===== src/rtl/riscv_pkg.sv =====
// Shared types and constants for the RISC-V pipeline memory stage.
// Holds the M-stage FSM encoding and the M->W register layout with its bubble value.
package riscv_pkg;

  localparam int XLEN = 32;

  typedef enum logic {
    MEM_ST_IDLE = 1'b0,
    MEM_ST_REQ  = 1'b1
  } mem_state_e;

  typedef struct packed {
    logic            reg_write;
    logic            result_src;
    logic [4:0]      rd;
    logic [XLEN-1:0] alu_result;
    logic [XLEN-1:0] read_data;
    logic [XLEN-1:0] pc_plus4;
  } w_reg_t;

  localparam w_reg_t W_BUBBLE = '0;

endpackage


===== src/rtl/mem_access_timer.sv =====
// Wait-state counter for an outstanding bus access; expired flags the last
// allowed REQ cycle so the abort can retire in that same cycle.
module mem_access_timer #(
  parameter int TIMEOUT_CYCLES = 16
) (
  input  logic clk,
  input  logic rst,
  input  logic clr,
  input  logic en,
  output logic expired
);

  localparam int CW   = (TIMEOUT_CYCLES < 1) ? 1 : $clog2(TIMEOUT_CYCLES + 1);
  localparam int LAST = (TIMEOUT_CYCLES > 0) ? TIMEOUT_CYCLES - 1 : 0;

  logic [CW-1:0] count_q, count_d;

  always_comb begin
    count_d = count_q;
    if (clr)     count_d = '0;
    else if (en) count_d = count_q + CW'(1);
  end

  // NOTE: sequential state uses non-blocking assignments so every flop samples
  // pre-edge values; blocking here would create order-dependent simulation.
  always_ff @(posedge clk) begin
    if (rst) count_q <= '0;
    else     count_q <= count_d;
  end

  assign expired = (TIMEOUT_CYCLES != 0) && (count_q == CW'(LAST));

endmodule


===== src/rtl/mux.sv =====
// Generic 2:1 multiplexer shared across the pipeline datapath.
module Mux #(
  parameter int WIDTH = 32
) (
  input  logic [WIDTH-1:0] d0,
  input  logic [WIDTH-1:0] d1,
  input  logic             s,
  output logic [WIDTH-1:0] y
);

  assign y = s ? d1 : d0;

endmodule


===== src/rtl/memory_access_stage.sv =====
// Memory stage: issues word loads/stores over a req/ack bus, stalls upstream
// while an access is outstanding, and owns the M->W pipeline register.
module memory_access_stage
  import riscv_pkg::*;
#(
  parameter int TIMEOUT_CYCLES = 16
) (
  input  logic            clk,
  input  logic            rst,
  input  logic            RegWriteM,
  input  logic            MemReadM,
  input  logic            MemWriteM,
  input  logic            ResultSrcM,
  input  logic [4:0]      RD_M,
  input  logic [XLEN-1:0] ALU_ResultM,
  input  logic [XLEN-1:0] WriteDataM,
  input  logic [XLEN-1:0] PCPlus4M,
  output logic            StallM,
  output logic            bus_req,
  output logic            bus_we,
  output logic [XLEN-1:0] bus_addr,
  output logic [XLEN-1:0] bus_wdata,
  input  logic            bus_ack,
  input  logic [XLEN-1:0] bus_rdata,
  output logic            bus_err,
  output logic            RegWriteW,
  output logic            ResultSrcW,
  output logic [4:0]      RD_W,
  output logic [XLEN-1:0] ALU_ResultW,
  output logic [XLEN-1:0] ReadDataW,
  output logic [XLEN-1:0] PCPlus4W,
  output logic [XLEN-1:0] ResultW
);

  mem_state_e      state_q, state_d;
  logic            bus_req_q, bus_req_d;
  logic            bus_we_q, bus_we_d;
  logic            bus_err_q, bus_err_d;
  logic [XLEN-1:0] bus_addr_q, bus_addr_d;
  logic [XLEN-1:0] bus_wdata_q, bus_wdata_d;
  w_reg_t          w_q, w_d;
  logic            mem_op, timer_expired, timeout, in_req;

  assign mem_op  = MemReadM | MemWriteM;
  assign in_req  = (state_q == MEM_ST_REQ);
  assign timeout = in_req && !bus_ack && timer_expired;

  mem_access_timer #(.TIMEOUT_CYCLES(TIMEOUT_CYCLES)) u_timer (
    .clk     (clk),
    .rst     (rst),
    .clr     (!in_req),
    .en      (in_req && !bus_ack),
    .expired (timer_expired)
  );

  always_ff @(posedge clk) begin
    if (rst) state_q <= MEM_ST_IDLE;
    else     state_q <= state_d;
  end

  // NOTE: every always_comb output gets a default first so no path can
  // leave it unassigned and infer a latch.
  always_comb begin
    state_d = state_q;
    case (state_q)
      MEM_ST_IDLE: if (mem_op)              state_d = MEM_ST_REQ;
      MEM_ST_REQ:  if (bus_ack || timeout)  state_d = MEM_ST_IDLE;
      default:                              state_d = MEM_ST_IDLE;
    endcase
  end

  always_comb begin
    StallM = 1'b0;
    case (state_q)
      MEM_ST_IDLE: StallM = mem_op;
      MEM_ST_REQ:  StallM = !bus_ack && !timeout;
      default:     StallM = 1'b0;
    endcase
  end

  // Bus outputs are held once issued; only req drops on ack or abort.
  always_comb begin
    bus_req_d   = bus_req_q;
    bus_we_d    = bus_we_q;
    bus_addr_d  = bus_addr_q;
    bus_wdata_d = bus_wdata_q;
    bus_err_d   = bus_err_q | timeout;
    if (!in_req && mem_op) begin
      bus_req_d   = 1'b1;
      bus_we_d    = MemWriteM;
      bus_addr_d  = {ALU_ResultM[XLEN-1:2], 2'b00};
      bus_wdata_d = WriteDataM;
    end else if (in_req && (bus_ack || timeout)) begin
      bus_req_d = 1'b0;
    end
  end

  // The instruction retires exactly in the cycle the stall is released.
  always_comb begin
    w_d = W_BUBBLE;
    if (!StallM) begin
      w_d.reg_write  = RegWriteM;
      w_d.result_src = ResultSrcM;
      w_d.rd         = RD_M;
      w_d.alu_result = ALU_ResultM;
      w_d.pc_plus4   = PCPlus4M;
      w_d.read_data  = (in_req && bus_ack && MemReadM && !MemWriteM) ? bus_rdata : '0;
    end
  end

  always_ff @(posedge clk) begin
    if (rst) begin
      bus_req_q   <= 1'b0;
      bus_we_q    <= 1'b0;
      bus_err_q   <= 1'b0;
      bus_addr_q  <= '0;
      bus_wdata_q <= '0;
      w_q         <= W_BUBBLE;
    end else begin
      bus_req_q   <= bus_req_d;
      bus_we_q    <= bus_we_d;
      bus_err_q   <= bus_err_d;
      bus_addr_q  <= bus_addr_d;
      bus_wdata_q <= bus_wdata_d;
      w_q         <= w_d;
    end
  end

  assign bus_req     = bus_req_q;
  assign bus_we      = bus_we_q;
  assign bus_err     = bus_err_q;
  assign bus_addr    = bus_addr_q;
  assign bus_wdata   = bus_wdata_q;
  assign RegWriteW   = w_q.reg_write;
  assign ResultSrcW  = w_q.result_src;
  assign RD_W        = w_q.rd;
  assign ALU_ResultW = w_q.alu_result;
  assign ReadDataW   = w_q.read_data;
  assign PCPlus4W    = w_q.pc_plus4;

  Mux #(.WIDTH(XLEN)) u_result_mux (
    .d0 (w_q.alu_result),
    .d1 (w_q.read_data),
    .s  (w_q.result_src),
    .y  (ResultW)
  );

endmodule


===== config.mk =====
export PLATFORM = sky130hd
export DESIGN_NAME = memory_access_stage
export DESIGN_NICKNAME = d
export VERILOG_FILES = /design/src/rtl/riscv_pkg.sv /design/src/rtl/mem_access_timer.sv /design/src/rtl/mux.sv /design/src/rtl/memory_access_stage.sv
export SDC_FILE = /design/constraint.sdc
export NUM_CORES = 1
export LEC_CHECK = 0
export ABC_AREA = 1
export BUFFER_PORTS_ARGS = -buffer_cell sky130_fd_sc_hd__buf_4
export CAP_MARGIN = 15
export CORE_MARGIN = 3
export CORE_UTILIZATION = 40
export DETAILED_ROUTE_END_ITERATION = 10
export PLACE_DENSITY_LB_ADDON = 0.25
export SLEW_MARGIN = 10
export SYNTH_ARGS = -nofsm -noshare
export SYNTH_HDL_FRONTEND = slang
export SYNTH_HIERARCHICAL = 1
export SYNTH_SLANG_ARGS = --single-unit

===== constraint.sdc =====
create_clock -name clk -period 1.7 [get_ports clk]
set_clock_uncertainty 0.1 [all_clocks]
set_input_delay 0.255 -clock clk [delete_from_list [all_inputs] [get_ports clk]]
set_output_delay 0.255 -clock clk [all_outputs]
set_load 0.02 [all_outputs]

==> results.cfg, run 1 <==
[pwr]
power_density_nw_per_um2 = 905.2
p_leak_nw = 6.458
vdd_drop_max_uv = 743.8

[drt]
drt_first_pass_iters = 5
vias = 7371
drtAntennaViolNets = 0
drt_iter0_markers = 516
drc = 0
viasPerCell = 4.789
wl_um = 28240
wl_per_cell_um = 18.35

[timing]
max_freq_mhz = 516.3
setup_ws_ns = -0.2367
finalHoldViolations = 0
drv_slew = 0
fin_crit_ns = 1.937
rsz0062_at_grt = true
fin_crit_sh = 1.139
setup_violations = 87

[final_layout]
final_cell_mix = buf_4, nor2_1, dfxtp_1, inv_1, dlygate4sd3_1
fillers = 959
multi_input_area_um2 = 2499
final_common_cell = buf_4
num_antenna_cells = 0
drive_gt1_frac = 0.4104
final_area_um2 = 11770
seq_area_um2 = 3490
nets = 1457
areaGrowthSynthToFinish_pct = 84.07

[logic_synthesis]
ys_warn_count = 6
synth_compound_area_frac = 0.007044
synthSimpleGateAreaFrac = 0.3019
synthMuxAreaShare = 0
synth_fa_ha_area_frac = 0.003913
synth_xor_area_frac = 0
ys.flop_type = dfxtp_1
synth_top_family_by_area = simple AND/OR/NAND/NOR gates
synth_area_um2 = 6395
ys_types = 21
async_flop_share = 0
synth-edff-count = 0
synth_seq_area_share = 0.5447
synth.ff_latch_count = 174
synth_cells = 854
avgSynthCellArea_um2 = 7.488

[floorplanning]
core_um2 = 15430
die-area_um2 = 17540
ios = 343
die_y_um = 132.4
die_x_um = 132.4
start_util = 0.4145
num_rows = 45

[critical_path]
cp-start-kind = register
cp_common_cell = ha_4
critical_path_class = reg2out
arrival_ns = 1.58
crit_fanout = 3
cp_cell_sequence = ha_4, and3_4, ha_4, inv_2, nand3_4, nand2_2, buf_6
worstSetupEndpointType = primary output
max_stage_delay_ns = 0.34
worstPathRequired_ns = 1.34
critPathSlowestCell = dfxtp_2

[global_routing]
grt_overflow = 0
grt_pass1_wl_um = 36430
grt_max_degree = 48
grtUsageTotal = 0.2607
grt_pass1_vias = 6812
antenna_found_initial = 0

[cts]
cts-root-buf = clkbuf_16
clk_pin_slew_ns = 0.07
clock_path_buffers = 2
clk_latency_ns = 0.42
cts_tree = done
cts_sinks = 174
h-tree-depth = 4
cts_made_buffers = 17

[status]
violations = setup timing
status = finished, violations left

[placement]
gp_congestion = 0.8314
place_ws_ns = -0.05517
place_area_um2 = 9097
hpwl_um = 15030
numPortBuffers = 340

[flow_run]
drv_cap = 0

[min_path]
hp-class = in2reg
[logic make-up (layout without fill, tap and decap cells)]
kind of cell / after synthesis / in the layout
buffers and inverters: 190 / 663
DFF: 174 / 174
AOI/OAI and AO/OA: 9 / 9
adders and majority gates: 2 / 2
other: 1 / 2
and+or+nand+nor: 478 / 478
[layer usage]
metal / global-route usage / wire length (µm)
met4: 0.1132 / 1898
met3: 0.07376 / 2267
met5: 0 / 0
met2: 0.4753 / 14110
met1: 0.2808 / 9967
[cell usage after synthesis, types with 2 or more instances]
library cell,count,area share
nor2_1,237,0.14
dfxtp_1,174,0.54
nand2_1,159,0.093
inv_1,142,0.083
nand3_1,64,0.050
buf_2,22,0.017
nand2_2,14,0.014
buf_6,11,0.019
buf_4,8,0.0094
a21oi_1,6,0.0047
clkbuf_8,3,0.0065
o21ai_0,3,0.0023
ha_1,2,0.0039
inv_2,2,0.0012
[sequential cells by signal, summed over array words and instances (netlist names)]
| register | flops |
|---|---|
| RD_W | 5 |
| PCPlus4W | 32 |
| bus_err | 1 |
| bus_addr | 30 |
| ALU_ResultW | 32 |
| u_timer/count_q | 5 |
| bus_req | 1 |
| bus_wdata | 32 |
| ResultSrcW | 1 |
| ReadDataW | 32 |
| in_req | 1 |
| RegWriteW | 1 |
| bus_we | 1 |
[stage by stage]
stage                     instances  total power [W]  utilization  TNS (ns)  hold WS [ns]
after global routing           1539          0.01107       0.7630    -10.93       0.03040
after detailed placement       1381         0.006356       0.5897    -1.742        0.3441
after floorplan                 855         0.005492            -         0        0.2241
after CTS                      1526          0.01041       0.7120    -4.427      0.009261
final                          1539          0.01066       0.7630    -6.808       0.03757
after global placement         1381         0.006332       0.5897   -0.4357        0.3383
[where the power goes]
group	switching [W]	internal [W]
Combinational	0.00127	0.00112
Sequential	0.000146	0.00432
Clock	0.00174	0.00205
Total	0.00316	0.00750
[cell type report]
| class | instances | area share |
|---|---|---|
| Clock buffer | 19 | 0.03678 |
| Clock inverter | 13 | 0.01116 |
| Inverter | 145 | 0.04847 |
| Multi-Input combinational cell | 491 | 0.2123 |
| Sequential cell | 174 | 0.2964 |
| Tap cell | 211 | 0.02243 |
| Timing Repair Buffer | 483 | 0.3687 |
| Timing Repair inverter | 3 | 0.003720 |
[final timing paths]
check,startpoint,to,slack (ns),cells after the start
setup / recovery,u_timer/count_q[1],StallM,-0.24,7
hold / removal,ALU_ResultM[17],ALU_ResultW[17],0.04,3
setup reg to reg,u_timer/count_q[1],PCPlus4W[3],-0.17,11
hold reg to reg,bus_err,bus_err,0.36,2
[repair_timing]
action | in CTS | in global routing
cloned | 7 | 6
resized for setup | 21 | 192
hold buffers | 102 | 0
endpoints found under the setup margin | 100 | 98
buffers inserted | 4 | 12
endpoints found under the hold margin | 104 | 0
pin swaps | 3 | 34
[worst max-delay path, delay by kind of cell, from the launching register on]
family	cells	cell delay (ns)
adder cells (fa/ha/maj)	2	0.31
AND/OR/NAND/NOR	3	0.33
buffers and inverters	2	0.17
flip-flops	1	0.34
No activity file was read; power rests on OpenSTA's default activity.
==> run 2: changes to the inputs <==
- CTS_BUF_LIST: not set -> sky130_fd_sc_hd__clkbuf_16
==> run 2 against run 1 <==
The flow still finishes with violations (setup timing). Sequential power hardly changed. Maximum frequency grew 0.16%. Critical path depth unchanged. Clock-buffer cell count decreased by 2. Largest power group unchanged.
==> results.cfg, run 2 (synthesized netlist as in run 1, its figures left out) <==
[status]
status = finished, violations left
violations = setup timing

[pwr]
swShare = 0.2978
finalPower_w = 0.01069
p_int_w = 0.007504
vdd_drop_max_uv = 719.0
p_seq_frac = 0.418
p_clk_frac = 0.354
netSwitchingPower_w = 0.003183
p_leak_nw = 6.482
power_density_nw_per_um2 = 900.5
p_comb_frac = 0.228

[drt]
drtAntennaViolNets = 0
drc = 0
wl_per_cell_um = 18.72
drt_first_pass_iters = 5
wl_um = 28840
drt_iter0_markers = 555
viasPerCell = 4.846
vias = 7467

[timing]
fin_crit_sh = 1.137
drv_slew = 0
setup_ws_ns = -0.2336
finalHoldViolations = 0
max_freq_mhz = 517.2
fin_crit_ns = 1.934
timing.hold.ws_ns = 0.04353
tns_ns = -7.135
setup_violations = 84
rsz0062_at_grt = true

[cts]
cts-root-buf = clkbuf_16
cts_made_buffers = 17
clock_path_buffers = 2
h-tree-depth = 4
clk_latency_ns = 0.42
cts_sinks = 174
cts_tree = done
clk_pin_slew_ns = 0.07

[critical_path]
rr_worst_depth = 11
worstPathRequired_ns = 1.34
cp_common_cell = ha_4
critical_path_class = reg2out
crit_start = u_timer/count_q[1]
crit_fanout = 3
arrival_ns = 1.58
critPathSlowestCell = dfxtp_2
worstSetupEndpointType = primary output
cp_cell_sequence = ha_4, and3_4, ha_4, inv_2, nand3_4, nand2_2, buf_6
max_stage_delay_ns = 0.34
rr_startpoint = u_timer/count_q[1]
cp-start-kind = register

[floorplanning]
num_rows = 45
die_y_um = 132.4
start_util = 0.4145
ios = 343
core_um2 = 15430
die_x_um = 132.4
die-area_um2 = 17540

[final_layout]
areaGrowthSynthToFinish_pct = 85.60
final_cell_mix = buf_4, nor2_1, dfxtp_1, inv_1, dlygate4sd3_1
fin_cells = 1541
drive_gt1_frac = 0.4214
final_common_cell = buf_4
nets = 1458
fillers = 947
final_area_um2 = 11870

[placement]
gp_congestion = 0.8314
place_area_um2 = 9097
numPortBuffers = 340
dp.cells = 1381
hpwl_um = 15030

[global_routing]
grt_pass1_wl_um = 36430
grtUsageTotal = 0.2607
grt_overflow = 0
grt_max_degree = 48
grt_pass1_vias = 6811
antenna_found_initial = 1

[flow_run]
drv_cap = 0

[min_path]
whs_path_depth = 5
hp-class = in2reg
hold_start = WriteDataM[2]
-- run 2: changes by cell type in the layout (fill, tap and decap cells not counted), sizes merged --
cell,delta
diode,+1
clkbuf,-1
inv,+2
-- run 2: power by group through the flow --
stage                     combinational (W)  clock (W)  sequential, W
after floorplan                    0.000667          0        0.00482
after global placement              0.00180          0        0.00453
after detailed placement            0.00182          0        0.00454
after CTS                           0.00214    0.00380        0.00445
after global routing                0.00257    0.00401        0.00449
final                               0.00244    0.00378        0.00447
-- run 2: worst paths after layout --
path,to,slack (ns)
setup reg to reg,ALU_ResultW[12],-0.19
setup / recovery,StallM,-0.23
hold / removal,bus_wdata[2],0.04
hold reg to reg,bus_err,0.36
-- run 2: routing by layer --
metal | vias to the layer above | part of all wire | GRT usage
li1 | 3410 | - | -
met1 | 3487 | 0.36 | 0.2808
met2 | 437 | 0.50 | 0.4753
met3 | 133 | 0.078 | 0.07376
met4 | 0 | 0.056 | 0.1132
met5 | - | 0 | 0
-- run 2: stage by stage --
stage / utilization / worst slack, ns
final: 0.7693 / -0.2336
after global routing: 0.7693 / -0.3037
after CTS: 0.7120 / -0.2275
after detailed placement: 0.5897 / -0.05517
after global placement: 0.5897 / -0.01685
after floorplan: - / 0.07548
-- run 2: critical path, delay by kind of cell, from the launching register on --
kind / cells / cell delay [ns]
buffers and inverters: 2 / 0.17
flip-flops: 1 / 0.34
AND/OR/NAND/NOR: 3 / 0.33
adder cells (fa/ha/maj): 2 / 0.31
-- run 2: final cells by class --
type                            count  area (µm²)  area share
Inverter                          145       570.5     0.04807
Timing Repair Buffer              484        4370      0.3682
Multi-Input combinational cell    491        2564      0.2160
Timing Repair inverter              3       43.79    0.003690
Antenna cell                        1       2.502   0.0002108
Clock buffer                       17       425.4     0.03584
Clock inverter                     15       138.9     0.01170
Tap cell                          211       264.0     0.02224
Sequential cell                   174        3490      0.2940
-- run 2: repair_timing --
action                                  in CTS  in global routing
hold endpoints to repair                   104                  0
endpoints found under the setup margin      97                 98
setup buffers                                4                 12
pin swaps                                    3                 34
gates resized for setup                     21                213
hold buffers                               102                  0
gates cloned                                 7                  7
